==> config.mk <==
export PLATFORM = sky130hd
export DESIGN_NAME = if_id_stage_p
export DESIGN_NICKNAME = d
export VERILOG_FILES = /design/src/rtl/if_id_stage_p.sv
export SDC_FILE = /design/constraint.sdc
export NUM_CORES = 1
export LEC_CHECK = 0
export BUFFER_PORTS_ARGS = -buffer_cell sky130_fd_sc_hd__clkbuf_2
export CAP_MARGIN = 20
export CORE_ASPECT_RATIO = 0.6
export CORE_MARGIN = 4
export CORE_UTILIZATION = 25
export DETAILED_ROUTE_END_ITERATION = 7
export GPL_TIMING_DRIVEN = 0
export SLEW_MARGIN = 20
export SYNTH_ARGS = -nofsm -noshare
export SYNTH_HDL_FRONTEND = slang
export SYNTH_SLANG_ARGS = --single-unit
==> constraint.sdc <==
create_clock -name clk -period 2.4 [get_ports clk]
set_input_delay 0.48 -clock clk [delete_from_list [all_inputs] [get_ports clk]]
set_output_delay 0.48 -clock clk [all_outputs]
set_load 0.05 [all_outputs]
==> src/rtl/if_id_stage_p.sv <==
// IF/ID pipeline register with stall hold, flush bubbles and a flush shadow
// that masks stale instruction-memory read data for FLUSH_LAT extra cycles.
module if_id_stage_p #(
    parameter int                 ADDR_W    = 32,
    parameter int                 INSTR_W   = 32,
    parameter int                 FLUSH_LAT = 1,
    parameter logic [INSTR_W-1:0] NOP       = INSTR_W'(32'h00000013),
    parameter int                 CNT_W     = 16
) (
    input  logic               clk,
    input  logic               rst,
    input  logic               F_stall,
    input  logic               D_flush,
    input  logic               F_valid,
    input  logic [ADDR_W-1:0]  F_pc,
    input  logic [INSTR_W-1:0] F_instr,
    input  logic [ADDR_W-1:0]  F_pc_plus_4,
    input  logic               cnt_clr,
    output logic               D_valid,
    output logic [ADDR_W-1:0]  D_pc,
    output logic [INSTR_W-1:0] D_instr,
    output logic [ADDR_W-1:0]  D_pc_plus_4,
    output logic               flush_busy,
    output logic [CNT_W-1:0]   bubble_cnt
);

    logic shadow;
    logic kill;
    logic bubble;

    generate
        if (FLUSH_LAT > 0) begin : g_shadow
            logic [3:0] sh_cnt;

            // A new flush restarts the shadow rather than extending it by a sum.
            always_ff @(posedge clk) begin
                if (rst)
                    sh_cnt <= 4'd0;
                else if (D_flush)
                    sh_cnt <= 4'(FLUSH_LAT);
                else if (sh_cnt != 4'd0)
                    sh_cnt <= sh_cnt - 4'd1;
            end

            assign shadow = (sh_cnt != 4'd0);
        end else begin : g_no_shadow
            assign shadow = 1'b0;
        end
    endgenerate

    assign kill       = D_flush | shadow;
    assign bubble     = kill | (!F_stall && !F_valid);
    assign flush_busy = shadow;

    always_ff @(posedge clk) begin
        if (rst) begin
            D_valid     <= 1'b0;
            D_pc        <= '0;
            D_instr     <= NOP;
            D_pc_plus_4 <= '0;
        end else if (bubble) begin
            D_valid     <= 1'b0;
            D_pc        <= '0;
            D_instr     <= NOP;
            D_pc_plus_4 <= '0;
        end else if (!F_stall) begin
            D_valid     <= 1'b1;
            D_pc        <= F_pc;
            D_instr     <= F_instr;
            D_pc_plus_4 <= F_pc_plus_4;
        end
    end

    always_ff @(posedge clk) begin
        if (rst || cnt_clr)
            bubble_cnt <= '0;
        else if (bubble && bubble_cnt != '1)
            bubble_cnt <= bubble_cnt + CNT_W'(1);
    end

endmodule

; ---- Yosys cells after proc, flatten, opt, wreduce, memory -nomap -nowiden
; Index checks and enable logic that the tools add are counted.
[word_totals]
rom_bits = 0
output_inout_bits = 114
inputBits = 102
word_cells = 23
latchBits = 0
mem_bits_rw = 0
reg_bits = 117
mem_count = 0
[op_classes]
n_reduce_logical = 9
multipliers = 0
shifts = 0
muxes = 2
bitwise_logic = 2
n_lt_le_gt_ge = 0
div = 0
add_sub_neg = 2
n_eq_ne = 1
[op_table]
columns = operator, n
row1 = "16-bit by 1-bit adder with 16-bit output, second input constant", 1
row2 = "16-bit != test, second input constant", 1
row3 = 4-bit nonzero test, 1
row4 = 2-bit OR reduction, 2
row5 = "4-bit by 1-bit subtractor with 4-bit output, second input constant", 1
row6 = 1-bit logical AND, 2
row7 = 1-bit logical NOT, 2
row8 = 1-bit two-way mux, 2
row9 = 1-bit bitwise OR, 2
row10 = 2-bit nonzero test, 1
row11 = 1-bit logical OR, 1

; ---- Longest topological paths before layout
; Gate-level depths: netlist (run 1).
[logic_depth]
depth_word = 4
depth_mapped = 9
depth_no_buf = 7

; ---- Least setup slack after synthesis (run 1)
; No wires, ideal clock.
[synth_path]
kind = reg2reg
startpoint = register bubble_cnt[0]
endpoint = register bubble_cnt[10]
t_required_ns = 2.255
arrival_time_ns = 1.888
path_stages_with_launch = 6
n_path_buf = 0
path_slack_ns = 0.367
setup_ns = 0.145
cell_sequence = dfxtp_1 -> ha_1 -> nand4_1 -> a211o_1 -> o311ai_0 -> o41ai_1
[synth_via]
elab_chain_len = 2
elab_cells_between_ends = 3
cone_classes = 1 x add/sub / 1 x eq/ne / 1 x reduce/logical
[synth_rtl]
columns = item, line
row1 = start: declaration, 24  ; output logic [CNT_W-1:0] bubble_cnt
row2 = start signal: assignment, 78  ; bubble_cnt <= bubble_cnt + CNT_W'(1);
row3 = branches (longest 2 deep; another with 16-bit by 1-bit adder with 16-bit output), n/a
; Parallel ways; which one is timed is not known.
; A chain may end at the register's enable or synchronous reset.

; ---- Worst setup path in the final report (run 1)
[layout_path]
startpoint = register g_shadow.sh_cnt[0]
endpoint = output port flush_busy
[layout_via]
elab_chain_len = 1
[layout_rtl]
columns = item, line
row1 = start: declaration, 33  ; logic [3:0] sh_cnt;
row2 = start signal: assignment, 40  ; sh_cnt <= 4'(FLUSH_LAT);
row3 = start signal: assignment, 42  ; sh_cnt <= sh_cnt - 4'd1;
row4 = 4-bit nonzero test, 45  ; assign shadow = (sh_cnt != 4'd0);
row5 = end: declaration, 23  ; output logic flush_busy,
; Every way passes these cells.

==> results of run 1 <==
[state kept, by name (all words and copies together), names as in the netlist]
| signal | count |
|---|---|
| D_pc | 32 |
| D_valid | 1 |
| D_pc_plus_4 | 32 |
| g_shadow.sh_cnt | 4 |
| D_instr | 32 |
| bubble_cnt | 16 |
[through the flow]
stage,std cells,power [mW],hold WS [ns],setup WS [ns]
floorplan,437,2.598,0.4846,0.3674
global placement,916,2.799,0.4370,0.1324
detailed placement,916,2.803,0.4489,0.1213
CTS,947,5.674,0.2633,0.1439
global route,947,5.818,0.2826,0.04708
finish,947,5.589,0.2985,0.1754
[kinds of logic (layout without fill, tap and decap cells)]
logic type / count (synthesis) / count (layout) / synth area share (%)
AND/OR/NAND/NOR: 151 / 151 / 21.87
flip-flops: 117 / 117 / 47.67
multiplexers: 97 / 97 / 19.76
AO/OA/AOI/OAI: 37 / 37 / 5.144
buffers and inverters: 30 / 274 / 4.431
adder cells (fa/ha/maj): 3 / 3 / 0.7640
XOR/XNOR: 2 / 2 / 0.3566
[layer usage]
metal | vias up | global-route usage (%)
met2 | 147 | 15.43
met3 | 12 | 4.421
met5 | - | 0
met1 | 1780 | 17.39
li1 | 2013 | -
met4 | 0 | 4.512
[cell type report]
cell class | count | area [um^2]
clock inverter | 9 | 172.7
multi-input combinational | 290 | 2354
clock buffer | 22 | 484.2
tap | 266 | 332.8
sequential | 117 | 2342
buffer | 25 | 198.9
fill | 1937 | 12210
inverter | 5 | 18.77
timing repair buffer | 213 | 1066
[power breakdown]
group	internal (mW)	switching, mW	leakage (nW)
combinational	0.255	0.469	1.86
clock	1.94	0.891	0.322
sequential	2.00	0.0343	0.946
[final timing paths]
kind / startpoint / endpoint / slack [ns] / depth (start not counted)
max: g_shadow.sh_cnt[0] / flush_busy / 0.18 / 5
min: F_instr[4] / D_instr[4] / 0.30 / 3
max reg2reg: g_shadow.sh_cnt[0] / D_instr[25] / 0.26 / 9
min reg2reg: D_valid / D_valid / 0.46 / 2
[cell usage in the layout (no fill, tap or decap), types with 2 or more instances in the layout]
master	n
sky130_fd_sc_hd__a21oi_1	12
sky130_fd_sc_hd__and4_1	4
sky130_fd_sc_hd__buf_12	5
sky130_fd_sc_hd__buf_2	4
sky130_fd_sc_hd__buf_6	2
sky130_fd_sc_hd__bufinv_16	5
sky130_fd_sc_hd__clkbuf_1	14
sky130_fd_sc_hd__clkbuf_16	17
sky130_fd_sc_hd__clkbuf_2	213
sky130_fd_sc_hd__clkbuf_8	4
sky130_fd_sc_hd__clkinv_2	3
sky130_fd_sc_hd__dfxtp_1	117
sky130_fd_sc_hd__ha_1	3
sky130_fd_sc_hd__inv_1	4
sky130_fd_sc_hd__mux2i_1	97
sky130_fd_sc_hd__nand2_1	12
sky130_fd_sc_hd__nand3_1	5
sky130_fd_sc_hd__nand4_1	5
sky130_fd_sc_hd__nor2_1	50
sky130_fd_sc_hd__nor2_4	50
sky130_fd_sc_hd__nor3_1	4
sky130_fd_sc_hd__nor4_1	2
sky130_fd_sc_hd__o21ai_0	4
sky130_fd_sc_hd__o21bai_1	2
sky130_fd_sc_hd__o311ai_0	2
sky130_fd_sc_hd__o31ai_1	6
sky130_fd_sc_hd__o41ai_1	2
sky130_fd_sc_hd__or3_1	7
sky130_fd_sc_hd__or4_1	7
sky130_fd_sc_hd__xnor2_1	2
[worst reg2reg max path, stage by stage, from the launching register on]
cell and delay [ns]:
sky130_fd_sc_hd__dfxtp_1 0.33, sky130_fd_sc_hd__inv_1 0.08, sky130_fd_sc_hd__ha_1 0.17, sky130_fd_sc_hd__nor3b_4 0.35, sky130_fd_sc_hd__inv_2 0.14, sky130_fd_sc_hd__or3_1 0.39
sky130_fd_sc_hd__buf_2 0.17, sky130_fd_sc_hd__buf_6 0.17, sky130_fd_sc_hd__buf_12 0.18, sky130_fd_sc_hd__nor2_4 0.10
==> flow_metrics.tcl, run 1 <==
set metrics [dict create \
    run_status "completed" \
    postSynth.asyncResetShare_pct 0 \
    slew_headroom_pct 46.13 \
    vias 3952 \
    post_route_cells_drive_above_1_share_pct 45.67 \
    worst_endpoint_required_time_ns 1.92 \
    met3RoutedLength_mm 1.140 \
    row_count 39 \
    detailed_place_hpwl_mm 10.09 \
    static-leakage-power_nw 3.131 \
    synth_most_common_cell "sky130_fd_sc_hd__dfxtp_1" \
    unrepaired_setup_endpoints_after_global_routing "no" \
    final-max-slew-violation-count 0 \
    clockRootBuffer "sky130_fd_sc_hd__clkbuf_16" \
    wire_length_of_the_first_global_routing_pass_mm 20.56 \
    floorplan.core_area_um2 19180 \
    final_period_minus_worst_setup_slack_ns 2.225 \
    drt.antenna.violating_nets 0 \
    netlist.area_leader.share_pct 47.67 \
    globalRoute.totalOverflow 0 \
    port-buffer-count 213 \
    syn_area_per_cell_um2 11.24 \
    final_min_period_over_clock_period_pct 92.69 \
    cts_max_path_buffers 2 \
    count_of_endpoints_failing_hold_in_the_final_timing_report 0 \
    synthDominantAreaCellType "sky130_fd_sc_hd__dfxtp_1" \
    timing.max_cap.violations 0 \
    finalClockSkew_ns 0.006137 \
    grt_start_max_net_pins 17 \
    synth.area.top_cells "sky130_fd_sc_hd__dfxtp_1 (48%), sky130_fd_sc_hd__mux2i_1 (20%), sky130_fd_sc_hd__nor2_4 (11%)" \
    number_of_buffers_created_by_cts 17 \
    routed.top_layer "met4" \
    post_synth_num_cell_types 41 \
    clkSlewWorstSetupHoldPaths_ns 0.05 \
    drt_pre_antenna_iters 4 \
    crit_path_start_kind "register" \
    antenna-diode-count 0 \
    clock_latency_ns 0.41 \
    critical-path-slowest-cell "sky130_fd_sc_hd__nor3b_4" \
    routabilityCongestion 0.7958 \
    min-delay-path-class "in -> reg" \
    cts_setup_buffers 0 \
    die-area_um2 22030 \
    cts_tree "done" \
    routed_met1_length_mm 6.535 \
    mappedNetlistArea_um2 4913 \
    critPathMaxFanout 7 \
    amount_of_wire_on_met2_after_detailed_routing_mm 5.244 \
    power.density_nw_per_um2 801.9 \
    ioPinCount 216 \
    critPathTopFamily "buffers and inverters" \
    avgRoutedWirePerCell_um 13.81 \
    worstPathArrival_ns 1.74 \
    worst-path-buf-inv 3 \
    synth_top_cells_by_count "sky130_fd_sc_hd__dfxtp_1 (117), sky130_fd_sc_hd__mux2i_1 (97), sky130_fd_sc_hd__nor2_1 (50), sky130_fd_sc_hd__nor2_4 (50), sky130_fd_sc_hd__clkbuf_1 (13)" \
    warnings_from_yosys 0 \
    finish.instance_area_um2 6969 \
    grt_usage_pct 11.85 \
    synth_enable_flop_cells 0 \
    synthesized_net_count 542 \
    num-nets-final 774 \
    cts_resized 0 \
    report.final.setup_viol 0 \
    syn2layout_area_growth_pct 41.84 \
    avgViaCountPerCell 4.173 \
    die_h_um 116.6 \
    critPathMaxStageDelay_ns 0.35 \
    wirelength_mm 13.08 \
    setup_tns_ns 0 \
    h_tree_level_count 4 \
    setup.worst_path.end_class "output pin" \
    postCtsHoldBufs 0 \
    drcViolationCount 0 \
    worstPathCellList "inv_1, ha_1, nor3b_4, inv_2, clkbuf_2" \
    width_of_the_die_um 189.0 \
    dr.first_iter.drc_count 175 \
    sink_count_of_the_clock_tree 117 \
    critPathKind "reg -> out" \
    ys_seq_elements 117 \
    finalCoreUtilization_pct 36.34 \
    initial_utilization_pct 25.62 \
    ys_dominant_reg_cell "sky130_fd_sc_hd__dfxtp_1" \
    pin_slew_with_the_least_headroom_to_its_limit_ns 0.8080 \
    max_freq_ghz 0.4495 \
    synth_cells 437 \
    via_count_of_the_first_global_routing_pass 3883 \
    power.ir.vdd_worst_mv 0.4010 \
    instance_area_after_placement_um2 6312 \
    antenna_violations_before_repair 0 \
    synth.yosys.seq_area_share_pct 47.67 \
]
(Power assumes the default switching activity.)
==> inputs of run 2 (changes only) <==
--- a/config.mk
+++ b/config.mk
@@ -12,6 +12,7 @@
 export CORE_UTILIZATION = 25
 export DETAILED_ROUTE_END_ITERATION = 7
 export GPL_TIMING_DRIVEN = 0
+export PLACE_DENSITY = 0.49
 export SLEW_MARGIN = 20
 export SYNTH_ARGS = -nofsm -noshare
 export SYNTH_HDL_FRONTEND = slang
==> flow_metrics.tcl, run 2 (synthesis results as in run 1) <==
set metrics [dict create \
    run_status "completed" \
    drcViolationCount 0 \
    wirelength_mm 13.36 \
    report.final.setup_viol 0 \
    cts_setup_buffers 0 \
    width_of_the_die_um 189.0 \
    regArea_um2 2342 \
    detailed_place_hpwl_mm 10.60 \
    grt_start_max_net_pins 17 \
    avgRoutedWirePerCell_um 14.10 \
    row_count 39 \
    sink_count_of_the_clock_tree 117 \
    h_tree_level_count 4 \
    port-buffer-count 213 \
    num-fill-cells 1959 \
    crit_path_start_kind "register" \
    finalClockSkew_ns 0.006789 \
    routabilityCongestion 0.7921 \
    amount_of_wire_on_met2_after_detailed_routing_mm 5.743 \
    routed.top_layer "met4" \
    globalRoute.totalOverflow 0 \
    worstPathArrival_ns 1.77 \
    postCtsHoldBufs 0 \
    floorplan.core_area_um2 19180 \
    syn2layout_area_growth_pct 41.15 \
    via_count_of_the_first_global_routing_pass 3917 \
    dr.first_iter.drc_count 83 \
    critPathMaxFanout 7 \
    max_freq_ghz 0.4441 \
    critPathKind "reg -> out" \
    number_of_buffers_created_by_cts 17 \
    antenna_violations_before_repair 0 \
    largest_registers "D_instr (32), D_pc (32), D_pc_plus_4 (32)" \
    cts_resized 0 \
    avgViaCountPerCell 4.241 \
    setup.worst_path.end_class "output pin" \
    post_route_cells_drive_above_1_share_pct 45.67 \
    power_frac_comb_pct 13.4 \
    total_power_after_layout_mw 5.425 \
    initial_utilization_pct 25.62 \
    ioPinCount 216 \
    power.density_nw_per_um2 782.3 \
    min-delay-path-class "in -> reg" \
    met3RoutedLength_mm 1.101 \
    routed_met1_length_mm 6.345 \
    slew_headroom_pct 48.03 \
    die-area_um2 22030 \
    p_seq_share_pct 37.5 \
    unrepaired_setup_endpoints_after_global_routing "no" \
    mostFrequentLayoutCell "sky130_fd_sc_hd__clkbuf_2" \
    num-nets-final 774 \
    layoutNonFillerInstCount 947 \
    switching_power_as_a_share_of_total_power_pct 25.22 \
    power.ir.vdd_worst_mv 0.4493 \
    most_frequent_cells_in_the_layout "sky130_fd_sc_hd__clkbuf_2 (213), sky130_fd_sc_hd__dfxtp_1 (117), sky130_fd_sc_hd__mux2i_1 (97), sky130_fd_sc_hd__nor2_4 (50), sky130_fd_sc_hd__nor2_1 (50)" \
    wire_length_of_the_first_global_routing_pass_mm 20.29 \
    static-leakage-power_nw 3.117 \
    drt.antenna.violating_nets 0 \
    final_period_minus_worst_setup_slack_ns 2.252 \
    vias 4016 \
    cts_tree "done" \
    grt_usage_pct 11.70 \
    place_inst 916 \
    antenna-diode-count 0 \
    timing.max_cap.violations 0 \
    die_h_um 116.6 \
    drt_pre_antenna_iters 4 \
    multiInputGateArea_um2 2354 \
    cts_max_path_buffers 2 \
    switchingPower_mw 1.368 \
    clock_latency_ns 0.41 \
    pin_slew_with_the_least_headroom_to_its_limit_ns 0.7796 \
    count_of_endpoints_failing_hold_in_the_final_timing_report 0 \
    intPower_mw 4.057 \
    clock_power_share_pct 49.2 \
    hold_ws_ns 0.2889 \
    worst_endpoint_required_time_ns 1.92 \
    final_min_period_over_clock_period_pct 93.83 \
    clockRootBuffer "sky130_fd_sc_hd__clkbuf_16" \
    setup_tns_ns 0 \
    clkSlewWorstSetupHoldPaths_ns 0.05 \
    final-max-slew-violation-count 0 \
]
run 2: changes by cell type in the layout (fill, tap and decap cells not counted):
cell,change
sky130_fd_sc_hd__clkbuf_8,-1
sky130_fd_sc_hd__clkinv_2,+2
sky130_fd_sc_hd__bufinv_16,-1
run 2: cell type report:
class / count / area share [%]
Buffer: 25 / 2.868
Clock buffer: 21 / 6.783
Clock inverter: 10 / 2.201
Inverter: 5 / 0.2706
Multi-Input combinational cell: 290 / 33.93
Sequential cell: 117 / 33.77
Tap cell: 266 / 4.799
Timing Repair Buffer: 213 / 15.37
run 2: worst paths after layout:
kind,startpoint,slack (ns),to,cells after the start
max reg2reg,g_shadow.sh_cnt[0],0.24,D_pc[2],9
min,F_instr[1],0.29,D_instr[1],3
max,g_shadow.sh_cnt[0],0.15,flush_busy,5
min reg2reg,D_valid,0.45,D_valid,2
run 2: routing by layer:
metal  vias to the layer above  global-route usage [%]
met1                      1848                   15.45
met5                         -                       0
met4                         0                   4.609
met2                       144                   16.92
li1                       2011                       -
met3                        13                   5.018
run 2: critical path, cell delays in order, from the launching register on:
cell and delay [ns]:
sky130_fd_sc_hd__dfxtp_1 0.33, sky130_fd_sc_hd__inv_1 0.08, sky130_fd_sc_hd__ha_1 0.17, sky130_fd_sc_hd__nor3b_4 0.36, sky130_fd_sc_hd__inv_2 0.15, sky130_fd_sc_hd__clkbuf_2 0.27
run 2: power groups by stage:
stage	registers (mW)	logic, mW	clock network [mW]
after floorplan	2.22	0.374	0
after global placement	2.07	0.723	0
after detailed placement	2.07	0.734	0
after CTS	2.03	0.736	2.76
after global routing	2.04	0.778	2.85
final	2.03	0.726	2.67
run 2: stage by stage:
| stage | area [um^2] | worst slack (ns) | utilization [%] |
|---|---|---|---|
| 4_1_cts | 6935 | 0.1087 | 36.16 |
| 5_1_grt | 6935 | 0.02554 | 36.16 |
| 6_report | 6935 | 0.1482 | 36.16 |
| 3_5_place_dp | 6312 | 0.1495 | 32.92 |
| 3_3_place_gp | 6312 | 0.1850 | 32.92 |
| 2_1_floorplan | 4913 | 0.3674 | - |
